**config.mk**
```make
export PLATFORM = sky130hd
export DESIGN_NAME = hub_align_stage
export DESIGN_NICKNAME = d
export VERILOG_FILES = /design/src/rtl/hub_align_stage.sv
export SDC_FILE = /design/constraint.sdc
export NUM_CORES = 1
export LEC_CHECK = 0
export ABC_CLOCK_PERIOD_IN_PS = 2430
export BUFFER_PORTS_ARGS = -buffer_cell sky130_fd_sc_hd__buf_2
export CAP_MARGIN = 15
export CORE_MARGIN = 2
export CORE_UTILIZATION = 54
export DETAILED_ROUTE_END_ITERATION = 12
export PLACE_DENSITY = 0.8
export SLEW_MARGIN = 15
export SYNTH_ARGS = -nofsm -noshare
export SYNTH_HDL_FRONTEND = slang
export SYNTH_SLANG_ARGS = --single-unit
export TNS_END_PERCENT = 5
```
**constraint.sdc**
```tcl
create_clock -name clk -period 2.43 [get_ports clk]
set_input_delay 0.1215 -clock clk [delete_from_list [all_inputs] [get_ports clk]]
set_output_delay 0.1215 -clock clk [all_outputs]
set_load 0.02 [all_outputs]
```
**src/rtl/hub_align_stage.sv**
```systemverilog
`default_nettype none
// ============================================================================
//  Module      : hub_align_stage
//  Description : Operand-alignment stage of the FP HUB adder. Unpacks X and Y
//                into extended HUB mantissas, orders them by magnitude and
//                produces the shifter controls that align the smaller operand.
//                Two-stage pipeline with a valid/ready handshake.
//  Revision    : 1.0 - initial release
// ============================================================================
module hub_align_stage #(
    parameter int M                   = 23,
    parameter int E                   = 8,
    parameter int EXTRA_BITS_MANTISSA = 7
) (
    input  logic             clk,
    input  logic             rst,
    input  logic             in_valid,
    output logic             in_ready,
    input  logic [E+M:0]     x,
    input  logic [E+M:0]     y,
    input  logic             op_sub,
    output logic             out_valid,
    input  logic             out_ready,
    output logic             sign_large,
    output logic             eff_sub,
    output logic [E-1:0]     exp_large,
    output logic [M+EXTRA_BITS_MANTISSA-1:0] mant_large,
    output logic [M+EXTRA_BITS_MANTISSA-1:0] mant_small,
    output logic [E:0]       shift_amount,
    output logic             right_shift,
    output logic             arithmetic_shift
);

    localparam int XB = EXTRA_BITS_MANTISSA;
    localparam int W  = M + XB;

    // Largest useful alignment distance: beyond W every bit is shifted out.
    localparam logic [E:0] c_W_SAT = (E+1)'(W);

    // ------------------------------------------------------------------
    // Operand unpacking
    // ------------------------------------------------------------------
    logic          w_sx;
    logic          w_sy_eff;
    logic [E-1:0]  w_ex;
    logic [E-1:0]  w_ey;
    logic [M-1:0]  w_mx;
    logic [M-1:0]  w_my;

    assign w_sx     = x[E+M];
    assign w_sy_eff = y[E+M] ^ op_sub;   // subtraction flips Y's sign
    assign w_ex     = x[E+M-1:M];
    assign w_ey     = y[E+M-1:M];
    assign w_mx     = x[M-1:0];
    assign w_my     = y[M-1:0];

    // Low part of the extended mantissa: the ILSB followed by zero padding.
    logic [XB-2:0] w_tail;

    generate
        if (XB > 2) begin : g_tail_pad
            assign w_tail = {1'b1, {(XB-2){1'b0}}};
        end else begin : g_tail_ilsb
            assign w_tail = 1'b1;
        end
    endgenerate

    // Extended mantissas; a zero exponent encodes zero, so nothing is set,
    // not even the ILSB.
    logic [W-1:0] w_ext_x;
    logic [W-1:0] w_ext_y;

    assign w_ext_x = (w_ex != '0) ? {1'b1, w_mx, w_tail} : '0;
    assign w_ext_y = (w_ey != '0) ? {1'b1, w_my, w_tail} : '0;

    // Magnitude ordering on raw fields; full equality keeps X as large.
    logic w_swap;

    assign w_swap = (w_ey > w_ex) || ((w_ey == w_ex) && (w_my > w_mx));

    // Signed exponent difference in E+1 bits.
    logic [E:0] w_diff;

    assign w_diff = {1'b0, w_ex} - {1'b0, w_ey};

    // ------------------------------------------------------------------
    // Handshake
    // ------------------------------------------------------------------
    logic r_s1_valid;
    logic w_adv2;
    logic w_adv1;

    assign w_adv2   = !out_valid || out_ready;
    assign w_adv1   = !r_s1_valid || w_adv2;
    assign in_ready = w_adv1;

    // Shifter direction controls are fixed.
    assign right_shift      = 1'b1;
    assign arithmetic_shift = 1'b0;

    // ------------------------------------------------------------------
    // Stage 1 registers
    // ------------------------------------------------------------------
    logic          r_s1_sign_large;
    logic          r_s1_eff_sub;
    logic [E-1:0]  r_s1_exp_large;
    logic [W-1:0]  r_s1_mant_large;
    logic [W-1:0]  r_s1_mant_small;
    logic [E:0]    r_s1_diff;

    // Stage 1: capture the unpacked, magnitude-ordered operands.
    always_ff @(posedge clk) begin
        if (rst) begin
            r_s1_valid      <= 1'b0;
            r_s1_sign_large <= 1'b0;
            r_s1_eff_sub    <= 1'b0;
            r_s1_exp_large  <= '0;
            r_s1_mant_large <= '0;
            r_s1_mant_small <= '0;
            r_s1_diff       <= '0;
        end else if (w_adv1) begin
            r_s1_valid <= in_valid;
            if (in_valid) begin
                r_s1_eff_sub <= w_sx ^ w_sy_eff;
                r_s1_diff    <= w_diff;
                if (w_swap) begin
                    r_s1_sign_large <= w_sy_eff;
                    r_s1_exp_large  <= w_ey;
                    r_s1_mant_large <= w_ext_y;
                    r_s1_mant_small <= w_ext_x;
                end else begin
                    r_s1_sign_large <= w_sx;
                    r_s1_exp_large  <= w_ex;
                    r_s1_mant_large <= w_ext_x;
                    r_s1_mant_small <= w_ext_y;
                end
            end
        end
    end

    // ------------------------------------------------------------------
    // Stage 2: absolute distance with saturation
    // ------------------------------------------------------------------
    logic [E:0] w_abs_diff;
    logic [E:0] w_shift_sat;

    assign w_abs_diff  = r_s1_diff[E] ? (~r_s1_diff + {{E{1'b0}}, 1'b1}) : r_s1_diff;
    assign w_shift_sat = (w_abs_diff > c_W_SAT) ? c_W_SAT : w_abs_diff;

    // Stage 2: output registers, frozen while the consumer stalls.
    always_ff @(posedge clk) begin
        if (rst) begin
            out_valid    <= 1'b0;
            sign_large   <= 1'b0;
            eff_sub      <= 1'b0;
            exp_large    <= '0;
            mant_large   <= '0;
            mant_small   <= '0;
            shift_amount <= '0;
        end else if (w_adv2) begin
            out_valid <= r_s1_valid;
            if (r_s1_valid) begin
                sign_large   <= r_s1_sign_large;
                eff_sub      <= r_s1_eff_sub;
                exp_large    <= r_s1_exp_large;
                mant_large   <= r_s1_mant_large;
                mant_small   <= r_s1_mant_small;
                shift_amount <= w_shift_sat;
            end
        end
    end

endmodule
`default_nettype wire

```
==> summary.txt <==
Final layout
  • Fraction of layout instances using a drive strength above 1: 0.238
  • Number of antenna cells inserted: 0
  • Post-layout net count: 1009
  • Final core area utilization: 0.693
  • Fillers: ~920
  • Post-synthesis to final-layout area growth: 24.6%

Clock tree
  • H-Tree Depth: 4
  • Clock slew at reported path FFs: 0.06 ns
  • Number of sinks on the clock net: about 140
  • Clock latency of the later-clocked register in the worst-skew pair: between 0.4 and 0.5 ns
  • Buffers from clock root to sink, at most: 2
  • Clock tree from TritonCTS: yes
  • Total clock buffers created by CTS: 17
  • Master cell of the clock root buffer: sky130_fd_sc_hd__clkbuf_16

Synth
  • Post-Synthesis Cells: between 700 and 800
  • Synthesized area divided by synthesized cell count: about 8.3 µm²
  • Fraction of synthesis flops using an asynchronous set or reset pin: 0
  • Ys flop type: sky130_fd_sc_hd__dfxtp_1
  • FF+latch count, synth: about 140
  • Share of the synthesized area in the top cell type: 0.425
  • Post-synth EDFFs: 0
  • Post-synth design cell area: about 0.0064 mm²
  • Top-count cell post-synth: sky130_fd_sc_hd__nand2_1
  • Post-synthesis cell type count: 54
  • Synth warnings: 0
  • Leading post-synthesis cells by cell area: sky130_fd_sc_hd__dfxtp_1 42%, sky130_fd_sc_hd__nand2_1 9.8%, sky130_fd_sc_hd__a21oi_1 7.9%
  • List of most frequent post-synthesis cells: 168 x sky130_fd_sc_hd__nand2_1, 136 x sky130_fd_sc_hd__dfxtp_1, 101 x sky130_fd_sc_hd__a21oi_1
  • Part of the Yosys area used for sequential elements: 0.425
  • Largest area contributor in the netlist: sky130_fd_sc_hd__dfxtp_1

Route
  • Final routed DRC violation total: 9
  • Number of antenna-violating nets in the routed design: 0
  • Number of violations reported at the end of detailed-routing iteration 0: around 640
  • Total number of vias: roughly 6300
  • Wire length reported by the detailed router: 18200 µm
  • TritonRoute pass-1 iters: 9
  • Routed vias/inst: 5.90
  • Post-DR wirelength/cell: 17.1 µm

Setup path
  • Worst setup path category: in -> reg
  • Cell type group with the largest total delay on the critical path: compound AO/OA/AOI/OAI gates
  • Required time reported for the critical path endpoint: 2.74 ns
  • Slowest-stage cell, CP: sky130_fd_sc_hd__nor4_1
  • Count of buffer and inverter cells on the critical path: 2
  • Crit end category: register
  • Maximum cell stage delay along the critical path: around 0.44 ns
  • Highest net fanout along the worst path: 25
  • Launching element type of the critical path: primary input
  • Series of cell instances along the critical path: buf_2, ha_1, nand4_1, nor4_1, a31o_2, buf_4, o221a_2, nand2_4, a221o_1
  • Signal arrival time at the worst endpoint: roughly 2.5 ns

Timing
  • Number of pins with negative max-slew slack in the final report: 0
  • Worst clock skew on the final layout: roughly 0.0056 ns
  • Unrepaired setup endpoints after global routing: no
  • Maximum frequency from static timing analysis: approximately 470 MHz
  • Final-layout worst hold slack: -0.000628 ns
  • Relative slew slack: 0.442
  • Worst setup slack after layout: roughly 0.29 ns
  • Part of the cycle the worst path needs: 0.881
  • Measured slew at the worst slew-check pin: approximately 0.84 ns
  • Hold Vio Cnt, Final: 1
  • Clock period minus worst slack: 2.14 ns
  • Final setup violating endpoints: 0

Pwr
  • Comb power frac: 0.151
  • Share of total power in sequential cells: 0.406
  • Total power density per cell area: 764 mW/mm²
  • Clock Power Share: 0.443
  • Internal power component: about 4.5 mW
  • Leakage power of the design: ~3.6 nW
  • Total power draw: just over 6 mW
  • Switching component of the power: around 1.6 mW
  • Fraction of power spent switching nets: 0.266
  • Maximum resistive drop on vdd: around 0.00046 V

Global routing
  • Wire length of the first global-routing pass: 29100 µm
  • Initial antenna violation count: 0
  • Total congestion overflow: 0
  • Pin count of the biggest net entering global routing: 77
  • All-Layer GR Usage: 0.286
  • Vias in the first global route: ~5800

Placement
  • Total of buffers placed on input and output ports: between 100 and 150
  • Gp weighted congestion: slightly below 0.9
  • HPWL after detailed placement: ~12000 µm
  • Minimum setup slack after placement: -0.0953 ns

Run status
  • Run status: finished with violations
  • Violations in the final reports: design-rule violations, negative hold slack

Run
  • Number of maximum-capacitance constraint violations: 0

Floorplanning
  • Starting Density: 0.557
  • Die span in x: approximately 110 µm
  • Row count: 39
  • Total core area: approximately 0.012 mm²
  • Count of pins on the block boundary: ~150
  • Area of the die: ~0.013 mm²
  • Overall die height: ~110 µm

Worst hold path
  • Worst hold path class: in -> reg
## final timing paths
kind / cells past startpoint / endpoint / from / slack [ns]
setup reg to reg: 7 / r_s1_mant_small[13]$_SDFFE_PP0P_ / r_s1_valid$_SDFFE_PP0N_ / 0.38
setup / recovery: 9 / r_s1_mant_small[5]$_SDFFE_PP0P_ / y[10] / 0.29
hold / removal: 3 / r_s1_sign_large$_SDFFE_PP0P_ / x[31] / -0.0006
hold reg to reg: 2 / mant_large[16]$_SDFFE_PP0P_ / mant_large[16]$_SDFFE_PP0P_ / 0.45
## power groups by stage
stage	sequential, mW	combinational (mW)	clock (mW)
after global placement	2.52	0.866	0
after global routing	2.49	1.00	2.84
after CTS	2.47	0.900	2.72
after detailed placement	2.52	0.882	0
after floorplan	2.53	0.560	0
final	2.48	0.920	2.70
## worst reg2reg max path: cells and delay by family, from the launching register on
kind / cells / cell delay, ns
buf+inv: 1 / 0.32
flops: 1 / 0.35
simple gates: 4 / 0.88
compound gates: 2 / 0.43
## cell type report
| cell class | count | area (µm²) | area share |
|---|---|---|---|
| sequential | 136 | 2720 | 0.341 |
| clock buffer | 22 | 484 | 0.0606 |
| clock inverter | 10 | 140 | 0.0175 |
| timing repair buffer | 174 | 1040 | 0.130 |
| tap | 143 | 179 | 0.0224 |
| inverter | 39 | 146 | 0.0183 |
| multi-input combinational | 539 | 3270 | 0.410 |
## cell usage in the layout (no fill, tap or decap), types with 3 or more instances in the layout
| cell | netlist | routed |
|---|---|---|
| sky130_fd_sc_hd__a211oi_1 | 3 | 3 |
| sky130_fd_sc_hd__and2_1 | 27 | 26 |
| sky130_fd_sc_hd__clkinv_2 | 0 | 3 |
| sky130_fd_sc_hd__o21a_1 | 4 | 4 |
| sky130_fd_sc_hd__nor4_1 | 7 | 7 |
| sky130_fd_sc_hd__o22ai_1 | 4 | 4 |
| sky130_fd_sc_hd__buf_6 | 3 | 3 |
| sky130_fd_sc_hd__bufinv_16 | 0 | 3 |
| sky130_fd_sc_hd__buf_12 | 0 | 4 |
| sky130_fd_sc_hd__a221o_1 | 49 | 49 |
| sky130_fd_sc_hd__nand2_1 | 168 | 167 |
| sky130_fd_sc_hd__nor2_1 | 17 | 15 |
| sky130_fd_sc_hd__buf_2 | 12 | 138 |
| sky130_fd_sc_hd__clkbuf_16 | 0 | 17 |
| sky130_fd_sc_hd__o311ai_1 | 7 | 8 |
| sky130_fd_sc_hd__dfxtp_1 | 136 | 136 |
| sky130_fd_sc_hd__o21ai_0 | 8 | 8 |
| sky130_fd_sc_hd__nand3b_1 | 4 | 4 |
| sky130_fd_sc_hd__conb_1 | 2 | 12 |
| sky130_fd_sc_hd__inv_1 | 39 | 39 |
| sky130_fd_sc_hd__buf_4 | 17 | 25 |
| sky130_fd_sc_hd__and3_1 | 7 | 7 |
| sky130_fd_sc_hd__or3_1 | 4 | 4 |
| sky130_fd_sc_hd__xnor2_1 | 4 | 4 |
| sky130_fd_sc_hd__clkbuf_8 | 0 | 4 |
| sky130_fd_sc_hd__nand4_1 | 14 | 14 |
| sky130_fd_sc_hd__nor2b_1 | 5 | 5 |
| sky130_fd_sc_hd__a21oi_1 | 101 | 99 |
| sky130_fd_sc_hd__ha_1 | 32 | 31 |
| sky130_fd_sc_hd__nor3_1 | 28 | 28 |
| sky130_fd_sc_hd__nand3_1 | 5 | 5 |
## registers in the layout (all words and copies together), names as in the netlist, 8 cells and up
signal           flops
exp_large            8
shift_amount         9
mant_large          24
r_s1_diff            9
r_s1_exp_large       8
r_s1_mant_small     24
r_s1_mant_large     24
mant_small          24
## per-layer routing
layer / vias up / routed length (µm) / GRT usage
met5: - / 0 / 0
met4: 0 / 629 / 0.121
met3: 69 / 1320 / 0.0696
met2: 305 / 8540 / 0.460
met1: 2933 / 7710 / 0.368
li1: 2970 / - / -
## cell families (layout without fill, tap and decap cells)
kind of cell,Yosys count,in the layout,synth area share
other,2,12,0.00117
xor gates and xnor gates,5,5,0.00683
AOI/OAI and AO/OA,192,192,0.210
muxes,2,2,0.00332
and+or+nand+nor,295,295,0.212
adders and majority gates,33,33,0.0656
buffers and inverters,104,245,0.0767
DFF,136,136,0.425
## per-stage QoR
| stage | setup TNS, ns | area [µm²] | instances |
|---|---|---|---|
| 2_1_floorplan | 0 | 6450 | 779 |
| 3_3_place_gp | -0.0585 | 7290 | 1028 |
| 3_5_place_dp | -1.74 | 7290 | 1028 |
| 4_1_cts | 0 | 7940 | 1063 |
| 5_1_grt | 0 | 7990 | 1063 |
| 6_report | 0 | 7990 | 1063 |
## repair_timing
item                                   in CTS  in global routing
endpoints found under the hold margin       3                  0
gates resized for setup                     0                  9
setup buffers                               0                  1
setup endpoints to repair                   0                 53
hold buffers                                3                  0
No activity file was read; power rests on OpenSTA's default activity.
